==> config.mk <==
export PLATFORM = sky130hd
export DESIGN_NAME = obi_mem_arbiter
export DESIGN_NICKNAME = d
export VERILOG_FILES = /design/src/rtl/obi_mem_pkg.sv /design/src/rtl/obi_rr_arbiter.sv /design/src/rtl/obi_mem_arbiter.sv
export SDC_FILE = /design/constraint.sdc
export NUM_CORES = 1
export LEC_CHECK = 0
export CAP_MARGIN = 20
export CORE_AREA = 2 2 120 122
export DETAILED_ROUTE_END_ITERATION = 7
export DIE_AREA = 0 0 122 124
export GPL_TIMING_DRIVEN = 0
export SLEW_MARGIN = 25
export SYNTH_ARGS = -nofsm -noshare
export SYNTH_HDL_FRONTEND = slang
export SYNTH_SLANG_ARGS = --single-unit
==> constraint.sdc <==
create_clock -name clk_i -period 2.4 [get_ports clk_i]
set_input_delay 0.24 -clock clk_i [delete_from_list [all_inputs] [get_ports clk_i]]
set_output_delay 0.24 -clock clk_i [all_outputs]
set_load 0.05 [all_outputs]
==> src/rtl/obi_mem_pkg.sv <==
// Shared types for the OBI memory arbiter: port identifiers and the
// response-tracking stage record.
package obi_mem_pkg;

  // Port identifier; also the encoding of the arbiter's last_grant pointer.
  typedef enum logic {
    INSTR = 1'b0,
    DATA  = 1'b1
  } port_id_e;

  // One stage of the response pipeline: is an access in flight, which
  // port issued it, and whether it was a write (writes return zero data).
  typedef struct packed {
    logic     valid;
    port_id_e owner;
    logic     we;
  } rsp_stage_t;

  // Largest memory latency the response pipeline is meant to track.
  localparam int MAX_MEM_LATENCY = 4;

endpackage

==> src/rtl/obi_rr_arbiter.sv <==
// Two-way arbiter between the instruction port (req_i[0]) and the data port
// (req_i[1]). Round-robin on conflicts, or fixed data priority.
module obi_rr_arbiter
  import obi_mem_pkg::*;
#(
  parameter int PRIORITY_MODE = 0
) (
  input  logic       clk_i,
  input  logic       rst_ni,
  input  logic [1:0] req_i,
  output logic [1:0] gnt_o,
  output port_id_e   winner_o
);

  port_id_e last_grant_q;

  // Pick the winner; on a conflict the port that did not win last time goes,
  // unless the data port has fixed priority.
  always_comb begin
    winner_o = INSTR;
    gnt_o    = 2'b00;
    if (req_i == 2'b11) begin
      if (PRIORITY_MODE == 1) begin
        winner_o = DATA;
      end else begin
        winner_o = (last_grant_q == DATA) ? INSTR : DATA;
      end
    end else if (req_i[1]) begin
      winner_o = DATA;
    end
    if (req_i != 2'b00) begin
      gnt_o = (winner_o == DATA) ? 2'b10 : 2'b01;
    end
  end

  // The pointer follows every grant, so a port that was just served alone
  // loses the next conflict.
  always_ff @(posedge clk_i) begin
    if (!rst_ni) begin
      last_grant_q <= DATA;
    end else if (req_i != 2'b00) begin
      last_grant_q <= winner_o;
    end
  end

endmodule

==> src/rtl/obi_mem_arbiter.sv <==
// Shares one single-port, fixed-latency memory between the instruction fetch
// port and the data port. One access per cycle, responses routed back to
// the issuing port exactly MEM_LATENCY cycles after its grant.
//
// Handshake: a port raises req with stable fields and holds them until it
// sees gnt in the same cycle; gnt means the access went to memory this
// cycle. rvalid is a one-cycle pulse that cannot be stalled, so requesters
// must always accept it. Responses come back in grant order.
module obi_mem_arbiter
  import obi_mem_pkg::*;
#(
  parameter int ADDR_WIDTH    = 32,
  parameter int DATA_WIDTH    = 32,
  parameter int MEM_LATENCY   = 1,
  parameter int PRIORITY_MODE = 0
) (
  input  logic                    clk_i,
  input  logic                    rst_ni,
  input  logic                    instr_req_i,
  input  logic [ADDR_WIDTH-1:0]   instr_addr_i,
  output logic                    instr_gnt_o,
  output logic                    instr_rvalid_o,
  output logic [DATA_WIDTH-1:0]   instr_rdata_o,
  input  logic                    data_req_i,
  input  logic [ADDR_WIDTH-1:0]   data_addr_i,
  input  logic                    data_we_i,
  input  logic [DATA_WIDTH/8-1:0] data_be_i,
  input  logic [DATA_WIDTH-1:0]   data_wdata_i,
  output logic                    data_gnt_o,
  output logic                    data_rvalid_o,
  output logic [DATA_WIDTH-1:0]   data_rdata_o,
  output logic                    mem_req_o,
  output logic                    mem_we_o,
  output logic [DATA_WIDTH/8-1:0] mem_be_o,
  output logic [ADDR_WIDTH-1:0]   mem_addr_o,
  output logic [DATA_WIDTH-1:0]   mem_wdata_o,
  input  logic [DATA_WIDTH-1:0]   mem_rdata_i,
  output logic [31:0]             conflict_cnt_o
);

  logic [1:0]  arb_req;
  logic [1:0]  arb_gnt;
  port_id_e    winner;
  logic [31:0] conflict_cnt_q;
  rsp_stage_t  pipe_q [MEM_LATENCY];
  rsp_stage_t  rsp_last;
  logic        rsp_valid;

  // Requests are masked during reset so no grant or memory access leaks out.
  assign arb_req = {data_req_i & rst_ni, instr_req_i & rst_ni};

  obi_rr_arbiter #(
    .PRIORITY_MODE(PRIORITY_MODE)
  ) u_arb (
    .clk_i   (clk_i),
    .rst_ni  (rst_ni),
    .req_i   (arb_req),
    .gnt_o   (arb_gnt),
    .winner_o(winner)
  );

  assign instr_gnt_o = arb_gnt[0];
  assign data_gnt_o  = arb_gnt[1];

  // Drive the memory with the winner's fields; fetches are full-word reads.
  always_comb begin
    mem_req_o   = 1'b0;
    mem_we_o    = 1'b0;
    mem_be_o    = '0;
    mem_addr_o  = '0;
    mem_wdata_o = '0;
    if (arb_gnt[1]) begin
      mem_req_o   = 1'b1;
      mem_we_o    = data_we_i;
      mem_be_o    = data_be_i;
      mem_addr_o  = data_addr_i;
      mem_wdata_o = data_wdata_i;
    end else if (arb_gnt[0]) begin
      mem_req_o   = 1'b1;
      mem_be_o    = '1;
      mem_addr_o  = instr_addr_i;
    end
  end

  // Count cycles where both ports asked, sticking at all-ones.
  always_ff @(posedge clk_i) begin
    if (!rst_ni) begin
      conflict_cnt_q <= '0;
    end else if (instr_req_i && data_req_i && (conflict_cnt_q != 32'hFFFF_FFFF)) begin
      conflict_cnt_q <= conflict_cnt_q + 32'd1;
    end
  end

  assign conflict_cnt_o = rst_ni ? conflict_cnt_q : 32'd0;

  // Track each access through the memory latency; reset drops everything
  // in flight.
  always_ff @(posedge clk_i) begin
    if (!rst_ni) begin
      for (int i = 0; i < MEM_LATENCY; i++) begin
        pipe_q[i] <= '0;
      end
    end else begin
      pipe_q[0] <= '{valid: mem_req_o, owner: winner, we: mem_we_o};
      for (int i = 1; i < MEM_LATENCY; i++) begin
        pipe_q[i] <= pipe_q[i-1];
      end
    end
  end

  assign rsp_last  = pipe_q[MEM_LATENCY-1];
  assign rsp_valid = rsp_last.valid & rst_ni;

  // Route the returning data to its owner; writes and the idle port see zero.
  always_comb begin
    instr_rvalid_o = 1'b0;
    instr_rdata_o  = '0;
    data_rvalid_o  = 1'b0;
    data_rdata_o   = '0;
    if (rsp_valid) begin
      if (rsp_last.owner == DATA) begin
        data_rvalid_o = 1'b1;
        data_rdata_o  = rsp_last.we ? '0 : mem_rdata_i;
      end else begin
        instr_rvalid_o = 1'b1;
        instr_rdata_o  = rsp_last.we ? '0 : mem_rdata_i;
      end
    end
  end

endmodule

== Word-level counts from Yosys, hierarchy flattened ==
Memories as Yosys holds them, arrays and structs flattened.
Cells that the tools add are included.

* Register bits: 33
* RAM bits: 3
* Input port bits: 137
* Output and inout bits: 170
* Logic and storage cells: 40
* Memories kept: 1

* $add $sub $neg: 1
* Equal/unequal tests: 2
* Muxes and demuxes: 27
* Bitwise logic cells: 3
* Reductions and logical operators: 4

{| class="wikitable"
|+ Memory list
! name !! words !! width !! rd ports !! clocked after Yosys merged registers in !! write ports !! RTL line !! RTL
|-
| pipe_q || 1 || 3 || 1 || 0 || 1 || obi_mem_arbiter.sv:45 || <nowiki>rsp_stage_t pipe_q [MEM_LATENCY];</nowiki>
|}

{| class="wikitable"
|+ Operator list
! operator !! number
|-
| 32-bit two-way mux || 9
|-
| 32-bit by 1-bit adder with 32-bit output (second input constant) || 1
|-
| 32-bit != test (second input constant) || 1
|-
| 1-bit two-way mux || 13
|-
| 4-bit two-way mux || 2
|-
| 2-bit two-way mux || 2
|-
| 1-bit bitwise AND || 3
|-
| 3-bit two-way mux || 1
|-
| 3-bit OR reduction || 1
|-
| 2-bit equality test (second input constant) || 1
|-
| 1-bit logical AND || 2
|-
| 2-bit nonzero test || 1
|}

== Logic depth before layout (Yosys ltp) ==
* Word-level depth: 8
* Depth in mapped cells: 7
* Depth with buffers taken out: 6

== Hierarchy ==
From an unflattened synthesis, not the netlist that was laid out.

* Cells, all modules: 432
* Area total of the unflattened synthesis: 3,039.2 sq um

{| class="wikitable"
|+ Modules (own cells, without submodules)
! module !! times used !! cells each !! area each (sq um) !! seq. area each (sq um)
|-
| obi_mem_arbiter || 1 || 424 || 2,971.6 || 700.7
|-
| obi_rr_arbiter || 1 || 8 || 67.6 || 20.0
|}

== Worst setup path after synthesis ==
Ideal clock, no wire load.

* Path type: register to output
* Start: register u_arb.last_grant_q
* End: output mem_addr_o[26]
* Data arrival time: 2,020 ps
* Required time: 2,160 ps
* Path slack: 140 ps
* Stages on the path, launching flop included: 5
* Path buffers: 1
* Path through: dfxtp_1 inv_1 a21oi_1 clkbuf_1 a22o_1

* Cells in the longest elaborated chain, start to end: 6

{| class="wikitable"
|+ RTL lines
! element !! RTL line !! RTL
|-
| start: declaration || obi_rr_arbiter.sv:15 || <nowiki>port_id_e last_grant_q;</nowiki>
|-
| start signal: assignment || obi_rr_arbiter.sv:42 || <nowiki>last_grant_q <= winner_o;</nowiki>
|-
| 1-bit two-way mux || obi_rr_arbiter.sv:26 || <nowiki>winner_o = (last_grant_q == DATA) ? INSTR : DATA;</nowiki>
|-
| 1-bit two-way mux || obi_rr_arbiter.sv:22 || <nowiki>if (req_i == 2'b11) begin</nowiki>
|-
| 2-bit two-way mux || obi_rr_arbiter.sv:32 || <nowiki>gnt_o = (winner_o == DATA) ? 2'b10 : 2'b01;</nowiki>
|-
| 2-bit two-way mux || obi_rr_arbiter.sv:31 || <nowiki>if (req_i != 2'b00) begin</nowiki>
|-
| net instr_gnt_o || obi_mem_arbiter.sv:21 || <nowiki>output logic instr_gnt_o,</nowiki>
|-
| 32-bit two-way mux || obi_mem_arbiter.sv:78 || <nowiki>end else if (arb_gnt[0]) begin</nowiki>
|-
| 32-bit two-way mux || obi_mem_arbiter.sv:72 || <nowiki>if (arb_gnt[1]) begin</nowiki>
|-
| end: declaration || obi_mem_arbiter.sv:35 || <nowiki>output logic [ADDR_WIDTH-1:0] mem_addr_o,</nowiki>
|}

The timed path passes the listed nets, and every way through them passes these cells.

== Final worst setup path ==
* Start: input data_req_i
* End: register conflict_cnt_q[29]

* Cells in the longest elaborated chain, start to end: 2

{| class="wikitable"
|+ RTL lines
! element !! RTL line !! RTL
|-
| start: declaration || obi_mem_arbiter.sv:24 || <nowiki>input logic data_req_i,</nowiki>
|-
| 1-bit logical AND (2 in series) || obi_mem_arbiter.sv:89 || <nowiki>end else if (instr_req_i && data_req_i && (conflict_cnt_q != 32'hFFFF_FFFF)) begin</nowiki>
|-
| end signal: assignment || obi_mem_arbiter.sv:90 || <nowiki>conflict_cnt_q <= conflict_cnt_q + 32'd1;</nowiki>
|-
| end: declaration || obi_mem_arbiter.sv:44 || <nowiki>logic [31:0] conflict_cnt_q;</nowiki>
|}

No other way between the ends.
A chain may end at the register's enable or synchronous reset.

==> summary.txt <==
LOGIC SYNTHESIS
--------------------------------------------------------------------------------------------------
Fraction of the yosys area taken by sequential cells                                         0.236
Synth Instances                                                                                427
Number of unique standard cell types used by synthesis                                          50
Post-synth design cell area                                                               3060 um2
Count of flip-flops with a built-in enable after synthesis                                       0
Mapped Avg Cell Area                                                                      7.16 um2
Count of yosys warnings during synthesis                                                         0
Primary FF master, synth                                                                   dfxtp_1
Synthesized net count                                                                          565
Total of flip-flops plus latches after synthesis                                                36
Library cell occupying the most area in the post-synthesis netlist                         dfxtp_1
Proportion of register bits with asynchronous set or reset after synthesis                       0
Largest cells by area after synthesis                                                 dfxtp_1 24%, and2_1 12%, nor2_1 12%
Top cell type's share of synthesized area                                                    0.236

GRT
--------------------------------------------------------------------------------------------------
Top Usage Layer GRT                                                                           met2
Largest net degree at the start of global routing                                               16
Met1 Use GR                                                                                  0.245
Global routing usage on met2                                                                 0.334
Remaining Overflow, GRT                                                                          0
Vias in the first global route                                                                3990
Initial antenna violation count                                                                  0
Global router's overall resource usage                                                       0.201
Met3 track demand over resource                                                             0.0847
Global-route wire length before repair                                                    22800 um

DRT
--------------------------------------------------------------------------------------------------
Per-cell routed wire length                                                                18.2 um
Via count                                                                                     4304
DRC violation count after routing                                                                0
Aggregate routed wire length                                                              16900 um
Post-detailed-route via-to-cell ratio                                                         4.63
Violation count after the first detailed-routing iteration                                     184
TritonRoute pass-1 iters                                                                         4
Residual antenna-violating net count after detailed routing                                      0

FINAL LAYOUT
--------------------------------------------------------------------------------------------------
Final core utilization                                                                       0.476
Post-route standard cell area excluding fillers                                           6530 um2
Area overhead of the layout relative to synthesis                                             114%
Antenna Cells                                                                                    0
Highest-count cells in the layout ignoring fill and taps                              144 x clkdlybuf4s50_1, 98 x nor2_1, 92 x clkdlybuf4s15_2
Commonest non-fill, non-tap cell in the layout                                        clkdlybuf4s50_1
Number of nets in the final layout                                                             887
Filler cell count in the final layout                                                         1399
Fraction of layout cells with a size suffix above 1                                          0.272

TIMING
--------------------------------------------------------------------------------------------------
Worst-margin pin slew                                                                       592 ps
Post-layout min period                                                                     2330 ps
Post-Route Setup TNS                                                                          0 ps
Setup repair after global routing missed its margin                                           true
Worst rel slew slack                                                                         0.602
Post-route fraction of the period consumed by the critical path                              0.973
Fmax                                                                                     0.428 GHz
Total count of hold-check failures in the final report                                           0
Pins Over Slew Limit                                                                             0
# setup viols final                                                                              0
Maximum clock skew at final layout                                                         4.20 ps

SETUP PATH
--------------------------------------------------------------------------------------------------
Nature of the critical path endpoint                                                     flip-flop
Startpoint of the lowest-slack register-to-register path                              conflict_cnt_q[17]
Critical Setup Path Class                                                             input pin to flip-flop
Timing startpoint of the critical path                                                  data_req_i
End of the worst register-to-register path                                            conflict_cnt_q[29]
Number of cells on the worst reg-to-reg path                                                     5
Top fanout value on the critical path                                                            7
Critical Path Start Type                                                                 input pin
R2R setup slack                                                                             140 ps
Critical path data required time                                                           2570 ps
Signal arrival time at the worst endpoint                                                  2500 ps
Capturing element of the worst setup path                                             conflict_cnt_q[29]

CLOCKING
--------------------------------------------------------------------------------------------------
Insertion delay to the later sink of the worst-skew pair                                    280 ps
Clock transition time at the flip-flop clock pins of the worst setup and hold paths          50 ps
CTS root buffer                                                                          clkbuf_16
CTS Buf Count                                                                                    5
TritonCTS clock tree                                                                          done
H-Tree Depth                                                                                     2
Cts hold-fix bufs                                                                                0
Clock tree buffer depth                                                                          2
Sinks on the clock net                                                                          36

FLOORPLANNING
--------------------------------------------------------------------------------------------------
Chip Height                                                                                 124 um
Initial standard-cell utilization of the core                                                0.223
I/O pin total                                                                                  307
Core Region                                                                              13700 um2
Die Footprint                                                                            15100 um2
DIE WIDTH                                                                                   122 um
Std-Cell Rows                                                                                   43

PLACE
--------------------------------------------------------------------------------------------------
RD Place Congestion                                                                          0.854
DP HPWL                                                                                   14100 um
Number of I/O port buffers                                                                     306
Placed Instance Area                                                                      6340 um2

POWER
--------------------------------------------------------------------------------------------------
Worst supply voltage drop on vdd                                                            225 uV
Lkg Pwr                                                                                 0.00279 uW
Power density over the cells                                                            325 nW/um2
Post-layout total power                                                                    2120 uW

RUN STATUS
--------------------------------------------------------------------------------------------------
Run status                                                                            finished, final reports clean

FLOW RUN
--------------------------------------------------------------------------------------------------
Maxcap violations                                                                                0

WORST HOLD PATH
--------------------------------------------------------------------------------------------------
Hold crit path type                                                                   flip-flop to flip-flop

state kept, by name (all words and copies together), names as in the netlist:
name and count:
conflict_cnt_q 32, pipe_q 3, u_arb.last_grant_q 1
metal layers:
layer  wire length [um]  share of wire  up-vias
met5                  0              0        -
met4                204          0.012        0
met3               1960           0.12       12
met2               7950           0.47      208
met1               6790           0.40     1961
li1                   -              -     2123
final cells by class:
| cell class | instances | area, um2 | area share |
|---|---|---|---|
| flip-flops and latches | 36 | 722 | 0.111 |
| multi-input cells | 352 | 2230 | 0.341 |
| clock buffers | 6 | 129 | 0.0197 |
| clock inverters | 1 | 5.00 | 0.000767 |
| well taps | 180 | 225 | 0.0345 |
| inverters | 10 | 41.3 | 0.00632 |
| repair buffers | 317 | 3040 | 0.466 |
| plain buffers | 27 | 139 | 0.0213 |
synthesized netlist by cell type (2+ instances only):
cell type / count
a21o_1: 5
nand3_1: 16
or4_1: 4
nor4_2: 2
a21oi_1: 7
dfxtp_1: 36
nand4_2: 2
and4_1: 2
or4_4: 2
nor4_1: 5
nand2_1: 14
xor2_1: 5
xnor2_1: 7
o211ai_1: 2
and3_1: 6
inv_1: 10
buf_1: 3
nand2b_1: 32
or3_1: 3
and2_1: 60
a31oi_1: 4
clkbuf_1: 25
nand4_1: 7
mux2_2: 6
nor2_1: 98
a22o_1: 32
o21ai_0: 9
report_power, final:
| part | switching (uW) | internal, uW |
|---|---|---|
| Clock | 229 | 377 |
| Combinational | 528 | 381 |
| Sequential | 5.89 | 605 |
per-stage QoR:
step           hold slack (ps)  instances  worst slack (ps)
2_1_floorplan              362        427               140
3_3_place_gp               481        913              -989
3_5_place_dp               490        913              -988
4_1_cts                    502        920             -57.1
5_1_grt                    537        929             -8.36
6_report                   500        929              65.9
cells by family after synthesis:
family,synth area share
adder cells (fa/ha/maj),0.00409
AND/OR/NAND/NOR,0.456
flip-flops,0.236
XOR/XNOR,0.0344
buffers and inverters,0.0491
multiplexers,0.0307
AO/OA/AOI/OAI,0.190
worst min-delay path by stage:
| stage | depth (start not counted) | startpoint | endpoint |
|---|---|---|---|
| floorplan | 1 | data_we_i | pipe_q[0][0] |
| global placement | 2 | conflict_cnt_q[20] | conflict_cnt_q[20] |
| detailed placement | 2 | conflict_cnt_q[8] | conflict_cnt_q[8] |
| CTS | 2 | conflict_cnt_q[8] | conflict_cnt_q[8] |
| global route | 2 | conflict_cnt_q[8] | conflict_cnt_q[8] |
| finish | 2 | conflict_cnt_q[20] | conflict_cnt_q[20] |
critical path: stages:
cell and delay [ps]:
clkdlybuf4s50_1 620, nand4_1 260, or4_4 520, a2111oi_4 430, nand3_2 120, mux2_4 300
what timing repair did:
action                     4_1_cts  5_1_grt
resized for setup              453      108
buffers inserted                 2        9
pin swaps                        1        4
setup endpoints to repair      173      159
(Power assumes the default switching activity.)
